--- src/rtl/seq_alu_pkg.sv ---
// Shared types for the registered multi-cycle accumulator ALU (seq_alu).
package seq_alu_pkg;

  typedef enum logic [3:0] {
    OP_ADD = 4'd0,
    OP_AND = 4'd1,
    OP_LDA = 4'd2,
    OP_CMA = 4'd3,
    OP_CIR = 4'd4,
    OP_CIL = 4'd5,
    OP_TRA = 4'd6,
    OP_SUB = 4'd7,
    OP_INC = 4'd8,
    OP_OR  = 4'd9,
    OP_XOR = 4'd10,
    OP_MUL = 4'd11,
    OP_DIV = 4'd12
  } op_e;

  typedef enum logic [1:0] {
    IDLE = 2'd0,
    MUL  = 2'd1,
    DONE = 2'd2
  } state_e;

  // Codes 0..OP_LAST_SINGLE complete in one cycle; above that is iterative or invalid.
  localparam logic [3:0] OP_LAST_SINGLE = 4'd10;

endpackage

--- src/rtl/seq_alu_iter.sv ---
// Iterative datapath for seq_alu: shift-add multiply or restoring divide, one
// step per cycle, W steps per operation. hi holds product-high / remainder, lo holds product-low / quotient.
module seq_alu_iter #(
  parameter int W  = 16,
  parameter int CW = $clog2(W) + 1
) (
  input  logic         clk,
  input  logic         rst_n,
  input  logic         load_i,
  input  logic         step_i,
  input  logic         div_i,
  input  logic [W-1:0] a_i,
  input  logic [W-1:0] b_i,
  output logic         last_step_o,
  output logic [W-1:0] hi_nxt_o,
  output logic [W-1:0] lo_nxt_o
);

  logic [W-1:0]  hi_q, lo_q, b_q;
  logic [CW-1:0] cnt_q;
  logic [W:0]    sum, rem_sh;

  always_comb begin
    sum      = {1'b0, hi_q} + (lo_q[0] ? {1'b0, b_q} : '0);
    rem_sh   = {hi_q, lo_q[W-1]};
    hi_nxt_o = sum[W:1];
    lo_nxt_o = {sum[0], lo_q[W-1:1]};
    if (div_i) begin
      if (rem_sh >= {1'b0, b_q}) begin
        hi_nxt_o = W'(rem_sh - {1'b0, b_q});
        lo_nxt_o = {lo_q[W-2:0], 1'b1};
      end else begin
        hi_nxt_o = rem_sh[W-1:0];
        lo_nxt_o = {lo_q[W-2:0], 1'b0};
      end
    end
  end

  assign last_step_o = (cnt_q == CW'(1));

  always_ff @(posedge clk or negedge rst_n) begin
    if (!rst_n) begin
      hi_q  <= '0;
      lo_q  <= '0;
      b_q   <= '0;
      cnt_q <= '0;
    end else if (load_i) begin
      hi_q  <= '0;
      lo_q  <= a_i;
      b_q   <= b_i;
      cnt_q <= CW'(W);
    end else if (step_i) begin
      hi_q  <= hi_nxt_o;
      lo_q  <= lo_nxt_o;
      cnt_q <= cnt_q - CW'(1);
    end
  end

endmodule

--- src/rtl/seq_alu.sv ---
// Registered multi-cycle accumulator ALU with start/busy/done handshake.
// Define ALU_DIV_EN to turn op 12 into an iterative unsigned divide.
//
// state | meaning
// IDLE  | waiting for start; single-cycle ops finish at the accepting edge
// MUL   | iterative multiply/divide in progress (busy)
// DONE  | results just updated, done pulse, start ignored
module seq_alu #(
  parameter int W  = 16,
  parameter int CW = $clog2(W) + 1
) (
  input  logic         clk,
  input  logic         rst_n,
  input  logic         start,
  input  logic [3:0]   op,
  input  logic [W-1:0] AC,
  input  logic [W-1:0] DR,
  input  logic         E_in,
  output logic         busy,
  output logic         done,
  output logic [W-1:0] out,
  output logic         E_out,
  output logic         CO,
  output logic         OVF,
  output logic         Z,
  output logic         N
);
  import seq_alu_pkg::*;

  state_e       state_q, state_d;
  logic [W-1:0] out_q, out_d;
  logic         eout_q, eout_d, co_q, co_d, ovf_q, ovf_d, ein_q;
  logic         upd, load, step, last_step, is_iter;
  logic [W-1:0] hi_nxt, lo_nxt;
  logic [W:0]   sum;
`ifdef ALU_DIV_EN
  logic         div_q, dr_zero_q;
`endif

  seq_alu_iter #(.W(W), .CW(CW)) u_iter (
    .clk         (clk),
    .rst_n       (rst_n),
    .load_i      (load),
    .step_i      (step),
`ifdef ALU_DIV_EN
    .div_i       (div_q),
`else
    .div_i       (1'b0),
`endif
    .a_i         (AC),
    .b_i         (DR),
    .last_step_o (last_step),
    .hi_nxt_o    (hi_nxt),
    .lo_nxt_o    (lo_nxt)
  );

`ifdef ALU_DIV_EN
  assign is_iter = (op == OP_MUL) || (op == OP_DIV);
`else
  assign is_iter = (op == OP_MUL);
`endif

  always_comb begin
    state_d = state_q;
    load    = 1'b0;
    step    = 1'b0;
    upd     = 1'b0;
    sum     = '0;
    out_d   = '0;
    eout_d  = ein_q;
    co_d    = 1'b0;
    ovf_d   = 1'b0;
    case (state_q)
      IDLE: begin
        if (start) begin
          if (is_iter) begin
            load    = 1'b1;
            state_d = MUL;
          end else begin
            upd     = 1'b1;
            state_d = DONE;
            eout_d  = E_in;
            if (op <= OP_LAST_SINGLE) begin
              case (op)
                OP_ADD: begin
                  sum    = {1'b0, AC} + {1'b0, DR};
                  out_d  = sum[W-1:0];
                  co_d   = sum[W];
                  ovf_d  = (AC[W-1] == DR[W-1]) && (sum[W-1] != AC[W-1]);
                  eout_d = sum[W];
                end
                OP_AND: out_d = AC & DR;
                OP_LDA: out_d = DR;
                OP_CMA: out_d = ~AC;
                OP_CIR: begin
                  out_d  = {E_in, AC[W-1:1]};
                  eout_d = AC[0];
                end
                OP_CIL: begin
                  out_d  = {AC[W-2:0], E_in};
                  eout_d = AC[W-1];
                end
                OP_TRA: out_d = AC;
                OP_SUB: begin
                  // CO=1 means no borrow
                  sum    = {1'b0, AC} + {1'b0, ~DR} + (W+1)'(1);
                  out_d  = sum[W-1:0];
                  co_d   = sum[W];
                  ovf_d  = (AC[W-1] != DR[W-1]) && (sum[W-1] != AC[W-1]);
                  eout_d = sum[W];
                end
                OP_INC: begin
                  sum    = {1'b0, AC} + (W+1)'(1);
                  out_d  = sum[W-1:0];
                  co_d   = sum[W];
                  ovf_d  = (AC == {1'b0, {(W-1){1'b1}}});
                  eout_d = sum[W];
                end
                OP_OR:   out_d = AC | DR;
                OP_XOR:  out_d = AC ^ DR;
                default: out_d = '0;
              endcase
            end
          end
        end
      end
      MUL: begin
        step = 1'b1;
        if (last_step) begin
          upd     = 1'b1;
          state_d = DONE;
          out_d   = lo_nxt;
          co_d    = (hi_nxt != '0);
          ovf_d   = (hi_nxt != '0);
`ifdef ALU_DIV_EN
          if (div_q) begin
            out_d = dr_zero_q ? '1 : lo_nxt;
            ovf_d = dr_zero_q;
          end
`endif
        end
      end
      DONE:    state_d = IDLE;
      default: state_d = IDLE;
    endcase
  end

  always_ff @(posedge clk or negedge rst_n) begin
    if (!rst_n) begin
      state_q   <= IDLE;
      out_q     <= '0;
      eout_q    <= 1'b0;
      co_q      <= 1'b0;
      ovf_q     <= 1'b0;
      ein_q     <= 1'b0;
`ifdef ALU_DIV_EN
      div_q     <= 1'b0;
      dr_zero_q <= 1'b0;
`endif
    end else begin
      state_q <= state_d;
      if (state_q == IDLE && start) begin
        ein_q     <= E_in;
`ifdef ALU_DIV_EN
        div_q     <= (op == OP_DIV);
        dr_zero_q <= (DR == '0);
`endif
      end
      if (upd) begin
        out_q  <= out_d;
        eout_q <= eout_d;
        co_q   <= co_d;
        ovf_q  <= ovf_d;
      end
    end
  end

  assign busy  = (state_q == MUL);
  assign done  = (state_q == DONE);
  assign out   = out_q;
  assign E_out = eout_q;
  assign CO    = co_q;
  assign OVF   = ovf_q;
  assign Z     = (out_q == '0);
  assign N     = out_q[W-1];

endmodule

--- config.mk ---
export PLATFORM = sky130hd
export DESIGN_NAME = seq_alu
export DESIGN_NICKNAME = d
export VERILOG_FILES = /design/src/rtl/seq_alu_pkg.sv /design/src/rtl/seq_alu_iter.sv /design/src/rtl/seq_alu.sv
export SDC_FILE = /design/constraint.sdc
export NUM_CORES = 1
export LEC_CHECK = 0
export ABC_CLOCK_PERIOD_IN_PS = 2700
export CAP_MARGIN = 10
export CORE_MARGIN = 3
export CORE_UTILIZATION = 45
export DETAILED_ROUTE_END_ITERATION = 8
export DONT_BUFFER_PORTS = 1
export GPL_TIMING_DRIVEN = 0
export HOLD_SLACK_MARGIN = 0.06
export RECOVER_POWER = 100
export SLEW_MARGIN = 5
export SYNTH_ARGS = -nofsm -noshare
export SYNTH_HDL_FRONTEND = slang
export SYNTH_SLANG_ARGS = --single-unit
export TNS_END_PERCENT = 100
--- constraint.sdc ---
create_clock -name clk -period 2.7 [get_ports clk]
set_clock_uncertainty 0.1 [all_clocks]
set_input_delay 0 -clock clk [delete_from_list [all_inputs] [get_ports clk]]
set_output_delay 0 -clock clk [all_outputs]
set_load 0.005 [all_outputs]
==> metrics.yaml <==
worstHoldPathType: "input pin to flop"
power.density_mw_per_mm2: 515
grt_start_max_net_pins: 76
pwr-share-clk_pct: 26.2
critPathKind: "flop to flop"
port_buffers: 0
yosysMostFrequentCell: "nand2_1"
violations: "capacitance limit, slew limit, setup timing"
syn-instance-count: 936
hold_viol: 0
hpwl_um: 20700
r2r_cells: 12
drive_above_1_share_pct: 12.7
crit_arrival_ns: 3.16
wire_per_inst_um: 23.8
cts_tree: "built"
synth_area_leaders: "dfrtp_1, ha_1, o21ai_0"
n_antenna_cell: 0
max_freq_mhz: 332
core_area_mm2: 0.0161
synth_fp_nets: 1047
synth_common_cells: "nand2_1, o21ai_0, dfrtp_1, a21oi_1, ha_1"
vias: 7759
wl_met1_um: 12400
root_buffer: "clkbuf_16"
grt_pass1_wl_um: 43800
routed_wl_um: 28900
fin_util_pct: 55.3
grt_pass1_vias: 7458
syn_to_final_growth_pct: 18.7
netlist_area_mm2: 0.00748
synth_top_area_share_pct: 25.1
die_h_um: 135
met3_length_um: 2240
ios: 63
p_int_mw: 2.86
slew_viol_final: 76
synth-seq-cells: 75
cp_max_fo: 6
start_util_pct: 46.6
netSwitchingFraction_pct: 37.5
hold_path_end: "out[2]"
leakagePower_nw: 3.87
rows: 46
vdd_drop_max_uv: 325
ys_types: 76
yosysSeqAreaShare_pct: 25.1
stdcell_count: 1214
drv_cap: 1
antenna_found_initial: 0
synth_area_leader_cell: "dfrtp_1"
grt_use_total_pct: 31.1
synthFlopType: "dfrtp_1"
setup_viol: 5
place_inst: 1152
drtIter0Drc: 778
clkSinkCount: 75
clockBufferDepth: 2
clkTransAtPathRegs_ns: 0.06
firstDrtPassIters: 6
fp.dieW_um: 135
whs_path_depth: 5
vias_per_cell: 6.39
drc: 0
maxUsedRoutingLayer: "met4"
synth_edf_count: 0
min_period_ns: 3.01
async_flop_share_pct: 100
fillers: 1530
reg2reg_from: "u_iter.lo_q[0]"
reg2reg_slack_ns: -0.31
rsz0062_at_grt: "yes"
status: "finished, violations left"
worst_slew_pin_slew_ns: 1.91
required_ns: 2.85
fin_tns_setup_ns: -0.848
seqPwrFrac_pct: 35.4
critPathCaptureType: "flop"
overflow: 0
p_sw_mw: 1.71
setup_ws_ns: -0.308
slew_headroom_pct: -27.1
start_kind: "flop"
place_congestion: 0.970
fin_crit_sh_pct: 111
dieArea_mm2: 0.0182
place_ws_ns: -0.701
hp-start: "DR[2]"
syn_area_per_cell_um2: 7.99
numCtsBuffers: 9
yosys_warnings: 0
dr_wl_met2_um: 13500
pwr-share-comb_pct: 38.4
drtAntennaViolNets: 0
r2r-end: "OVF"
nets: 1105
h-tree-depth: 3
insertion_delay_ns: 0.33
worst max-delay path by stage:
stage	depth (start not counted)	to	from
after floorplan	12	OVF	u_iter.lo_q[0]
after global placement	12	out[12]	AC[2]
after CTS	12	OVF	u_iter.lo_q[0]
after global routing	12	OVF	u_iter.lo_q[0]
after detailed placement	12	out[12]	AC[2]
final	12	OVF	u_iter.lo_q[0]
layout by cell type, fill, tap and decap left out, types with 17 or more instances in the layout:
cell           count
dfrtp_1           74
clkbuf_1          41
a221oi_1          24
and2_1            17
nand2_1           87
ha_1              53
dlygate4sd3_1     37
o21ai_0           74
a21o_1            21
nor2_1            56
nand3_1           19
mux2i_1           17
o22ai_1           17
mux2_2            17
a21oi_1           64
inv_1             65
power by group through the flow:
stage | clock (mW) | sequential [mW] | combinational [mW]
after floorplan | 0 | 1.52 | 1.08
final | 1.20 | 1.62 | 1.75
after CTS | 1.21 | 1.61 | 1.65
after detailed placement | 0 | 1.62 | 1.42
after global routing | 1.26 | 1.65 | 1.90
after global placement | 0 | 1.61 | 1.42
routing by layer:
layer  track usage, %  up-vias
met5                0        -
met4             8.40        0
met3             6.18       58
met2             51.1      374
met1             42.0     3734
li1                 -     3593
registers in the layout, summed over array words and instances, names as in the netlist:
signal,count
u_iter.lo_q,16
OVF,1
u_iter.hi_q,16
ein_q,1
E_out,1
u_iter.b_q,16
state_q,2
CO,1
out,16
u_iter.cnt_q,5
stage by stage:
stage / instance area [um^2] / hold slack (ns) / power [mW]
global placement: 7850 / -0.392 / 3.03
finish: 8880 / 0.0708 / 4.57
CTS: 8760 / 0.0701 / 4.47
global route: 8880 / 0.106 / 4.80
floorplan: 7580 / -0.396 / 2.60
detailed placement: 7850 / -0.393 / 3.04
logic make-up (layout without fill, tap and decap cells):
family / after synthesis / count (layout) / synth area share, %
simple gates: 276 / 276 / 18.5
mux: 34 / 34 / 4.83
fa+ha+maj: 71 / 71 / 12.2
flops: 75 / 75 / 25.1
buf+inv: 126 / 188 / 6.45
compound gates: 332 / 332 / 30.4
xor+xnor: 22 / 22 / 2.58
critical path, cell delays in order (launching register included):
cell and delay, ns:
dfrtp_2 0.47, buf_8 0.16, nand2_4 0.06, inv_2 0.04, ha_4 0.26, a21oi_4 0.05
nand4b_1 0.23, and3_4 0.23, or4b_4 0.55, and3_4 0.18, o2111ai_2 0.18, and4bb_1 0.26
o211ai_1 0.15
cell type report:
class	count	area (um^2)	share of cell area, %
Tap cell	216	270	3.04
Sequential cell	75	1880	21.1
Timing Repair Buffer	50	463	5.21
Inverter	67	251	2.83
Multi-Input combinational cell	735	5480	61.7
Clock inverter	4	51.3	0.578
Clock buffer	11	243	2.73
Buffer	56	241	2.72
timing repair:
item	4_1_cts	5_1_grt
hold endpoints to repair	123	0
gates resized for setup	40	25
setup buffers	6	3
pin swaps	14	7
hold buffers	38	0
endpoints found under the setup margin	23	21
gates cloned	1	0
No activity file was read; power rests on OpenSTA's default activity.
